File: src/rtl/alu_multicycle_if.sv
`default_nettype none
// ----------------------------------------------------------------------------
// alu_multicycle_if: operand/result valid-ready bundle for alu_multicycle
// Revision: 1.0
// ----------------------------------------------------------------------------
interface alu_multicycle_if #(
  parameter int WIDTH = 16
) ();
  logic             in_valid;
  logic             in_ready;
  logic [WIDTH-1:0] A;
  logic [WIDTH-1:0] B;
  logic [2:0]       ALUControl;
  logic             out_valid;
  logic             out_ready;
  logic [WIDTH-1:0] ALUResult;
  logic [3:0]       flags;
  logic             busy;

  modport master (
    output in_valid, A, B, ALUControl, out_ready,
    input  in_ready, out_valid, ALUResult, flags, busy
  );

  modport slave (
    input  in_valid, A, B, ALUControl, out_ready,
    output in_ready, out_valid, ALUResult, flags, busy
  );
endinterface
`default_nettype wire

File: src/rtl/alu_multicycle.sv
`default_nettype none
// ----------------------------------------------------------------------------
// alu_multicycle: handshaked 8-op ALU with iterative shift-add MUL, NZCV flags
// Revision: 1.0
// ----------------------------------------------------------------------------
module alu_multicycle #(
  parameter int WIDTH = 16,
  parameter int SHW   = $clog2(WIDTH)
) (
  input  logic            clk,
  input  logic            rst_n,
  alu_multicycle_if.slave bus
);
  localparam logic [2:0] OP_AND = 3'b000;
  localparam logic [2:0] OP_OR  = 3'b001;
  localparam logic [2:0] OP_ADD = 3'b010;
  localparam logic [2:0] OP_SUB = 3'b011;
  localparam logic [2:0] OP_XOR = 3'b100;
  localparam logic [2:0] OP_SLL = 3'b101;
  localparam logic [2:0] OP_SRL = 3'b110;
  localparam logic [2:0] OP_MUL = 3'b111;

  localparam logic [SHW-1:0] CNT_LAST = SHW'(WIDTH - 1);

  typedef enum logic [1:0] {
    ST_IDLE = 2'd0,
    ST_MUL  = 2'd1,
    ST_HOLD = 2'd2
  } state_e;

  state_e               state_q, state_d;
  logic [WIDTH-1:0]     result_q, result_d;
  logic [3:0]           flags_q, flags_d;
  logic [2*WIDTH-1:0]   mcand_q, mcand_d;
  logic [2*WIDTH-1:0]   acc_q, acc_d;
  logic [WIDTH-1:0]     mplier_q, mplier_d;
  logic [SHW-1:0]       cnt_q, cnt_d;

  logic [SHW-1:0]       shamt;
  logic [WIDTH:0]       add_full;
  logic [WIDTH:0]       sub_full;
  logic [WIDTH:0]       sll_full;
  logic [WIDTH:0]       srl_full;
  logic [WIDTH-1:0]     alu_res;
  logic                 alu_c;
  logic                 alu_v;
  logic [2*WIDTH-1:0]   acc_step;

  assign shamt    = bus.B[SHW-1:0];
  assign add_full = {1'b0, bus.A} + {1'b0, bus.B};
  assign sub_full = {1'b0, bus.A} - {1'b0, bus.B};
  // The extra bit on each shift catches the last bit shifted out (zero for s=0).
  assign sll_full = {1'b0, bus.A} << shamt;
  assign srl_full = {bus.A, 1'b0} >> shamt;

  assign acc_step = mplier_q[0] ? (acc_q + mcand_q) : acc_q;

  always_comb begin
    alu_res = '0;
    alu_c   = 1'b0;
    alu_v   = 1'b0;
    case (bus.ALUControl)
      OP_AND: alu_res = bus.A & bus.B;
      OP_OR:  alu_res = bus.A | bus.B;
      OP_XOR: alu_res = bus.A ^ bus.B;
      OP_ADD: begin
        alu_res = add_full[WIDTH-1:0];
        alu_c   = add_full[WIDTH];
        alu_v   = (bus.A[WIDTH-1] == bus.B[WIDTH-1]) &&
                  (alu_res[WIDTH-1] != bus.A[WIDTH-1]);
      end
      OP_SUB: begin
        alu_res = sub_full[WIDTH-1:0];
        alu_c   = ~sub_full[WIDTH];
        alu_v   = (bus.A[WIDTH-1] != bus.B[WIDTH-1]) &&
                  (alu_res[WIDTH-1] != bus.A[WIDTH-1]);
      end
      OP_SLL: begin
        alu_res = sll_full[WIDTH-1:0];
        alu_c   = sll_full[WIDTH];
      end
      OP_SRL: begin
        alu_res = srl_full[WIDTH:1];
        alu_c   = srl_full[0];
      end
      default: ;
    endcase
  end

  always_comb begin
    state_d  = state_q;
    result_d = result_q;
    flags_d  = flags_q;
    mcand_d  = mcand_q;
    mplier_d = mplier_q;
    acc_d    = acc_q;
    cnt_d    = cnt_q;
    case (state_q)
      ST_IDLE: begin
        if (bus.in_valid) begin
          if (bus.ALUControl == OP_MUL) begin
            mcand_d  = {{WIDTH{1'b0}}, bus.A};
            mplier_d = bus.B;
            acc_d    = '0;
            cnt_d    = '0;
            state_d  = ST_MUL;
          end else begin
            result_d = alu_res;
            flags_d  = {alu_res[WIDTH-1], alu_res == '0, alu_c, alu_v};
            state_d  = ST_HOLD;
          end
        end
      end
      ST_MUL: begin
        acc_d    = acc_step;
        mcand_d  = mcand_q << 1;
        mplier_d = mplier_q >> 1;
        cnt_d    = cnt_q + SHW'(1);
        // Final iteration writes its sum straight into the result registers.
        if (cnt_q == CNT_LAST) begin
          result_d = acc_step[WIDTH-1:0];
          flags_d  = {acc_step[WIDTH-1], acc_step[WIDTH-1:0] == '0,
                      |acc_step[2*WIDTH-1:WIDTH], 1'b0};
          state_d  = ST_HOLD;
        end
      end
      ST_HOLD: begin
        if (bus.out_ready) begin
          state_d = ST_IDLE;
        end
      end
      default: state_d = ST_IDLE;
    endcase
  end

  always_ff @(posedge clk or negedge rst_n) begin
    if (!rst_n) begin
      state_q  <= ST_IDLE;
      result_q <= '0;
      flags_q  <= '0;
      mcand_q  <= '0;
      mplier_q <= '0;
      acc_q    <= '0;
      cnt_q    <= '0;
    end else begin
      state_q  <= state_d;
      result_q <= result_d;
      flags_q  <= flags_d;
      mcand_q  <= mcand_d;
      mplier_q <= mplier_d;
      acc_q    <= acc_d;
      cnt_q    <= cnt_d;
    end
  end

  assign bus.in_ready  = (state_q == ST_IDLE);
  assign bus.out_valid = (state_q == ST_HOLD);
  assign bus.busy      = (state_q == ST_MUL);
  assign bus.ALUResult = result_q;
  assign bus.flags     = flags_q;

endmodule
`default_nettype wire
File: src/flat_wrapper.sv
// flat-port wrapper written by rule: the top's interface ports become plain ports
module alu_multicycle_flat 
#(
  parameter int WIDTH = 16,
  parameter int SHW   = $clog2(WIDTH)
)
  (clk, rst_n, bus_in_valid, bus_A, bus_B, bus_ALUControl, bus_out_ready, bus_in_ready, bus_out_valid, bus_ALUResult, bus_flags, bus_busy);
  alu_multicycle_if #(.WIDTH(WIDTH)) bus_i ();
  input  logic clk;
  input  logic rst_n;
  input wire logic [$bits(bus_i.in_valid)-1:0] bus_in_valid;
  input wire logic [$bits(bus_i.A)-1:0] bus_A;
  input wire logic [$bits(bus_i.B)-1:0] bus_B;
  input wire logic [$bits(bus_i.ALUControl)-1:0] bus_ALUControl;
  input wire logic [$bits(bus_i.out_ready)-1:0] bus_out_ready;
  output wire logic [$bits(bus_i.in_ready)-1:0] bus_in_ready;
  output wire logic [$bits(bus_i.out_valid)-1:0] bus_out_valid;
  output wire logic [$bits(bus_i.ALUResult)-1:0] bus_ALUResult;
  output wire logic [$bits(bus_i.flags)-1:0] bus_flags;
  output wire logic [$bits(bus_i.busy)-1:0] bus_busy;
  assign bus_i.in_valid = bus_in_valid;
  assign bus_i.A = bus_A;
  assign bus_i.B = bus_B;
  assign bus_i.ALUControl = bus_ALUControl;
  assign bus_i.out_ready = bus_out_ready;
  assign bus_in_ready = bus_i.in_ready;
  assign bus_out_valid = bus_i.out_valid;
  assign bus_ALUResult = bus_i.ALUResult;
  assign bus_flags = bus_i.flags;
  assign bus_busy = bus_i.busy;
  alu_multicycle #(.WIDTH(WIDTH), .SHW(SHW)) u_core (.clk(clk), .rst_n(rst_n), .bus(bus_i));
endmodule
File: config.mk
export PLATFORM = sky130hd
export DESIGN_NAME = alu_multicycle_flat
export DESIGN_NICKNAME = d
export VERILOG_FILES = /design/src/rtl/alu_multicycle_if.sv /design/src/rtl/alu_multicycle.sv /design/src/flat_wrapper.sv
export SDC_FILE = /design/constraint.sdc
export NUM_CORES = 1
export LEC_CHECK = 0
export CAP_MARGIN = 20
export CORE_MARGIN = 2
export CORE_UTILIZATION = 62
export CTS_BUF_LIST = sky130_fd_sc_hd__clkbuf_16
export CTS_CLUSTER_DIAMETER = 50
export CTS_CLUSTER_SIZE = 28
export DETAILED_ROUTE_END_ITERATION = 10
export PLACE_DENSITY = 0.89
export SLEW_MARGIN = 15
export SYNTH_ARGS = -nofsm -noshare
export SYNTH_HDL_FRONTEND = slang
export SYNTH_SLANG_ARGS = --single-unit
File: constraint.sdc
create_clock -name clk -period 3.9 [get_ports clk]
set_input_delay 0.78 -clock clk [delete_from_list [all_inputs] [get_ports clk]]
set_output_delay 0.78 -clock clk [all_outputs]
set_load 0.01 [all_outputs]
==> impl_metrics.toml, run 1 <==
[run_status]
status = "completed"

[global_routing]
grt_max_degree = 65
grt_overflow_total = 0
antenna_found_initial = 0
grt_pass1_wl_um = 56500
first_global_vias = 10600
grt_util_all_layers_pct = 40.5

[clock_network]
tritoncts = "done"
postCtsHoldBufs = 0
cts.sink_count = 105
cts-buffers-inserted = 9
clkTransAtPathRegs_ns = 0.08
clockBufferDepth = 2
htreeDepth = 3
cts_root_buffer = "clkbuf_16"
clk_latency_ns = 0.36

[logic_synthesis]
synth.largest_area_cell = "dfrtp_1"
synth.top_cell.area_share_pct = 25.9
avgSynthCellArea_um2 = 8.10
synth_seq_cells = 105
ys_types = 82
yosysWarningCount = 0
synth_edf_count = 0
syn_inst = 1252
synth-async-reset-ratio_pct = 100
synth_area_um2 = 10100
yosys_most_used_dff = "dfrtp_1"
synth_seq_area_share_pct = 25.9
synth_nets = 1375
netlist_top_cells_area = "dfrtp_1, ha_1, a21oi_1, nand2_1, o21ai_0"

[floorplanning]
die_h_um = 132
die_w_um = 132
core_area_um2 = 15900
start_util_pct = 63.6
dieArea_um2 = 17400
rows = 46
pin_count = 62

[timing]
slew_violations = 0
slew_headroom_pct = 44.3
finalSetupViolCount = 0
hold_ws_ns = 0.481
fmax_ghz = 0.266
hold_violations = 0
period_share_pct = 96.4
finClkSkew_ns = 0.00891
min_period_ns = 3.76
worst_slew_pin_slew_ns = 0.836

[routing]
ant_nets = 0
drt_pass1_iterations = 6
wl_um = 35500
vias = 11000
vias_per_cell = 6.69
route.met2.wl_um = 16300
wl_met3_um = 3610
wl_per_cell_um = 21.7
met1_length_um = 13800
drc = 0
highest_layer = "met4"
dr.first_iter.drc_count = 1407

[layout]
antennaDiodeCount = 0
fin_util_pct = 78.0
drive_gt1_share_pct = 18.9
num-fill-cells = 1124
syn_to_final_growth_pct = 22.6
nets = 1538

[setup_path]
worstPathRequired_ns = 4.13
worst_r2r_endpoint = "u_core.bus.flags[1]"
path_max_fanout = 5
cp.arrival_ns = 3.99
reg2regPathDepth = 11
crit_path_end_kind = "register"
worst-setup-path-type = "reg2reg"
reg2reg_from = "u_core.acc_q[4]"
r2r_slack_ns = 0.14
start_kind = "register"

[flow_run]
cap_violations = 0

[worst_hold_path]
worstHoldPathCells = 2
hp-class = "reg2reg"
holdCritStartpoint = "u_core.bus.ALUResult[5]"
holdPathEnd = "u_core.bus.ALUResult[5]"

[place]
port-buffer-count = 61
dp_hpwl_um = 27100
gp_congestion = 1.03

[power]
p_total_mw = 6.69
peakVddDrop_v = 0.000347
power_density_nw_per_um2 = 538
p_leak_nw = 5.76
==> flip-flops by register name, indices dropped and copies added (netlist names) <==
name	cells
u_core.acc_q	32
u_core.bus.ALUResult	15
u_core.mcand_q	32
u_core.bus.flags	4
u_core.mplier_q	16
u_core.state_q	2
u_core.cnt_q	4
==> worst max-delay path, cell delays in order, from the launching register on <==
cell and delay (ns):
dfrtp_1 0.41, ha_1 0.38, nand3_1 0.11, o211ai_1 0.45, nand4_1 0.36, a2111oi_2 0.58, or4_1 0.19, o2111ai_1 0.20
nor4_1 0.34, o2111ai_1 0.15, nor4bb_1 0.31, a31oi_1 0.13
==> worst max-delay path by stage <==
stage,startpoint,end,slack (ns),cells after the start
floorplan,bus_B[1],u_core.bus.flags[2],0.08,14
global placement,bus_B[5],u_core.bus.flags[1],-0.38,13
detailed placement,bus_A[0],u_core.bus.flags[1],-0.45,16
CTS,bus_B[1],u_core.bus.flags[2],0.004,13
global route,bus_A[1],u_core.bus.ALUResult[13],-0.02,16
finish,u_core.acc_q[4],u_core.bus.flags[1],0.14,11
==> area by class of cell <==
type | instances | area (µm²) | share of cell area [%]
multi-input combinational | 987 | 7020 | 56.4
timing repair buffer | 239 | 1970 | 15.9
sequential | 105 | 2630 | 21.1
clock inverter | 7 | 53.8 | 0.432
clock buffer | 9 | 225 | 1.81
tap | 216 | 270 | 2.17
inverter | 73 | 277 | 2.22
==> where the power goes <==
part           internal (mW)  switching (mW)  total (mW)
Sequential              1.48           0.365        1.85
Combinational           1.71            2.25        3.95
Clock                  0.440           0.457       0.897
==> layout by cell type (no fill, tap or decap), drive strengths merged, types with 31 or more instances in the layout <==
cell type	netlist	routed
buf	28	180
nand2	122	122
nor2	111	111
a21oi	111	111
dfrtp	105	105
o21ai	84	84
ha	81	81
inv	70	74
clkdlybuf4s50	0	56
nor3	34	34
mux2i	33	33
a211oi	31	31
==> through the flow <==
step / cell area [µm²] / std cells / setup slack, ns / setup TNS, ns
after detailed placement: 12000 / 1618 / -0.451 / -2.81
after global placement: 11900 / 1617 / -0.381 / -1.81
after CTS: 12300 / 1635 / 0.00351 / 0
after floorplan: 10200 / 1252 / 0.0810 / 0
after global routing: 12400 / 1636 / -0.0210 / -0.0305
final: 12400 / 1636 / 0.140 / 0
==> layer usage <==
layer,global-route usage [%],vias up
li1,-,4921
met1,52.4,5174
met2,65.6,695
met3,8.11,160
met4,18.5,0
met5,0,-
==> synth_stat cells (7+ instances only) <==
cell and instances:
nand3_1 21, nor2_1 110, nor3_1 33, nand4_1 9
o32ai_1 9, a21oi_1 109, a211oi_1 31, a21o_1 29
a31oi_1 23, buf_4 9, a22o_1 28, xnor2_1 29
dfrtp_1 105, xor2_1 13, ha_1 81, clkbuf_1 59
buf_2 9, mux2_2 15, o22a_1 26, inv_1 70
o22ai_1 7, a22oi_1 9, nand2b_1 9, nand2_1 121
mux4_2 9, and2_1 10, mux2i_1 33, o21bai_1 10
nor2b_1 8, o21ai_0 83, or3_1 8, o31ai_1 9
o211ai_1 9
==> cell families after synthesis <==
| family | Yosys count | synth area share [%] |
|---|---|---|
| fa+ha+maj | 84 | 10.6 |
| mux | 59 | 7.44 |
| buf+inv | 160 | 6.82 |
| compound gates | 441 | 29.3 |
| simple gates | 361 | 16.3 |
| flops | 105 | 25.9 |
| xor+xnor | 42 | 3.63 |
==> repair_timing <==
item / CTS / global route
pin swaps: 3 / 8
setup endpoints to repair: 3 / 9
setup buffers: 1 / 1
gates resized for setup: 8 / 43
Note: power is estimated with default switching activity, not from simulation.
==> run 2: changes to the inputs <==
- ABC_CLOCK_PERIOD_IN_PS: not set -> 3900
- SLEW_MARGIN: 15 -> 20
- TNS_END_PERCENT: not set -> 5
==> run 2 against run 1 <==
  * Wire length up 0.70%
  * Final area rose by 0.40%
  * Non-clock buffer count increased by 2
  * Largest cell class unchanged
  * Setup slack better by 0.036 ns
==> impl_metrics.toml, run 2 (same netlist as run 1, synthesis figures left out) <==
[run_status]
status = "completed"

[routing]
wl_per_cell_um = 21.8
vias_per_cell = 6.67
ant_nets = 0
drt_pass1_iterations = 7
wl_um = 35800
vias = 10900
drc = 0
dr.first_iter.drc_count = 1359

[floorplanning]
die_w_um = 132
pin_count = 62
die_h_um = 132
core_area_um2 = 15900
rows = 46
start_util_pct = 63.6
dieArea_um2 = 17400

[power]
p_sw_mw = 3.10
power_frac_clock_pct = 14.2
pwr-share-comb_pct = 58.7
internal_power_mw = 3.71
p_sw_share_pct = 45.5
p_leak_nw = 5.80
power_density_nw_per_um2 = 545
pwr-share-seq_pct = 27.2
peakVddDrop_v = 0.000380

[global_routing]
first_global_vias = 10800
grt_util_all_layers_pct = 40.5
antenna_found_initial = 1
grt_overflow_total = 0
grt_max_degree = 65
grt_pass1_wl_um = 56600

[layout]
largestRegisters = "u_core.acc_q (32), u_core.mcand_q (32), u_core.mplier_q (16)"
final_area_um2 = 12500
nets = 1540
final_cell_mix = "buf_4, nand2_1, nor2_1"
drive_gt1_share_pct = 18.9
multi_input_area_um2 = 7020
num-fill-cells = 1106
layout_commonest_cell = "buf_4"
seqCellArea_um2 = 2630
antennaDiodeCount = 0
syn_to_final_growth_pct = 23.1

[clock_network]
clkTransAtPathRegs_ns = 0.08
tritoncts = "done"
cts.sink_count = 105
clockBufferDepth = 2
postCtsHoldBufs = 0
cts-buffers-inserted = 9
cts_root_buffer = "clkbuf_16"
htreeDepth = 3
clk_latency_ns = 0.37

[setup_path]
worst-setup-path-type = "in2reg"
path_max_fanout = 8
critical_path.most_common_cell = "a211oi_2"
worstPathRequired_ns = 4.18
crit_slowest_cell = "clkdlybuf4s50_1"
cp.arrival_ns = 4.00
crit_chain = "clkdlybuf4s50_1, buf_4, ha_2, nand2b_1, o311ai_4, a211oi_2, a211oi_2, xnor2_1, a211o_1, a2111oi_2, nand4bb_1, or4_1, o31ai_1"
crit_path_end_kind = "register"
start_kind = "input port"
slowest_delay_ns = 0.48

[timing]
finClkSkew_ns = 0.0126
min_period_ns = 3.72
hold_violations = 0
slew_violations = 0
finalSetupViolCount = 0
slew_headroom_pct = 42.9
worst_slack_ns = 0.176
worst_slew_pin_slew_ns = 0.851
fmax_ghz = 0.269
period_share_pct = 95.5

[place]
port-buffer-count = 61
dp_hpwl_um = 27200
dpl_worst_slack_ns = -0.488
placed_area_um2 = 11900
gp_congestion = 1.03

[worst_hold_path]
hp-class = "reg2reg"

[flow_run]
cap_violations = 0
[run 2: cell count changes in the layout (fill, tap and decap cells not counted), moves of 2 or more]
cell        change
a21oi_1         -2
a21oi_2         +2
buf_6           +2
clkinvlp_4      -2
[run 2: per-layer routing]
metal  global-route usage (%)  share of wire (%)
met5                        0              0.036
met4                     17.7                4.7
met3                     7.04                9.3
met2                     66.5                 47
met1                     52.7                 39
[run 2: what timing repair did]
action / 4_1_cts / 5_1_grt
endpoints found under the setup margin: 3 / 9
setup buffers: 1 / 4
pin swaps: 1 / 8
endpoints found under the hold margin: 0 / 0
gates resized for setup: 7 / 46
[run 2: critical path, delay by kind of cell]
family	cells	cell delay, ns
adder cells (fa/ha/maj)	1	0.26
buffers and inverters	2	0.67
XOR/XNOR	1	0.14
AO/OA/AOI/OAI	6	1.36
AND/OR/NAND/NOR	3	0.79
[run 2: area by class of cell]
type	count	share of cell area, %
multi-input cells	987	56.2
flip-flops and latches	105	21.0
repair buffers	241	16.0
inverters	73	2.21
well taps	216	2.16
clock buffers	9	1.80
clock inverters	7	0.621
[run 2: path summary, 6_finish.rpt]
path                                         startpoint  slack [ns]                 endpoint  cells past startpoint
worst min-delay path            u_core.bus.ALUResult[3]        0.48  u_core.bus.ALUResult[3]                      2
max in group asynchronous                         rst_n        2.55      u_core.bus.flags[1]                      2
worst max register to register          u_core.acc_q[4]        0.25      u_core.bus.flags[1]                     11
worst max-delay path                           bus_A[2]        0.18      u_core.bus.flags[2]                     13
min in group asynchronous                         rst_n        0.50         u_core.acc_q[10]                      1
worst min register to register  u_core.bus.ALUResult[3]        0.48  u_core.bus.ALUResult[3]                      2
[run 2: through the flow]
step / power, mW / std cells / setup TNS (ns) / hold WS, ns / utilization, %
2_1_floorplan: 4.32 / 1252 / 0 / 0.450 / -
3_3_place_gp: 5.43 / 1617 / -1.81 / 0.460 / 74.9
3_5_place_dp: 5.59 / 1617 / -2.69 / 0.470 / 74.9
4_1_cts: 6.61 / 1634 / -0.00174 / 0.487 / 77.0
5_1_grt: 7.20 / 1638 / -0.0469 / 0.522 / 78.4
6_report: 6.81 / 1638 / 0 / 0.483 / 78.4
[run 2: power groups by stage]
| stage | registers (mW) | clock network [mW] | logic (mW) |
|---|---|---|---|
| 6_report | 1.85 | 0.965 | 3.99 |
| 4_1_cts | 1.83 | 0.968 | 3.81 |
| 2_1_floorplan | 1.75 | 0 | 2.57 |
| 3_5_place_dp | 1.84 | 0 | 3.75 |
| 5_1_grt | 1.89 | 1.00 | 4.31 |
| 3_3_place_gp | 1.82 | 0 | 3.62 |
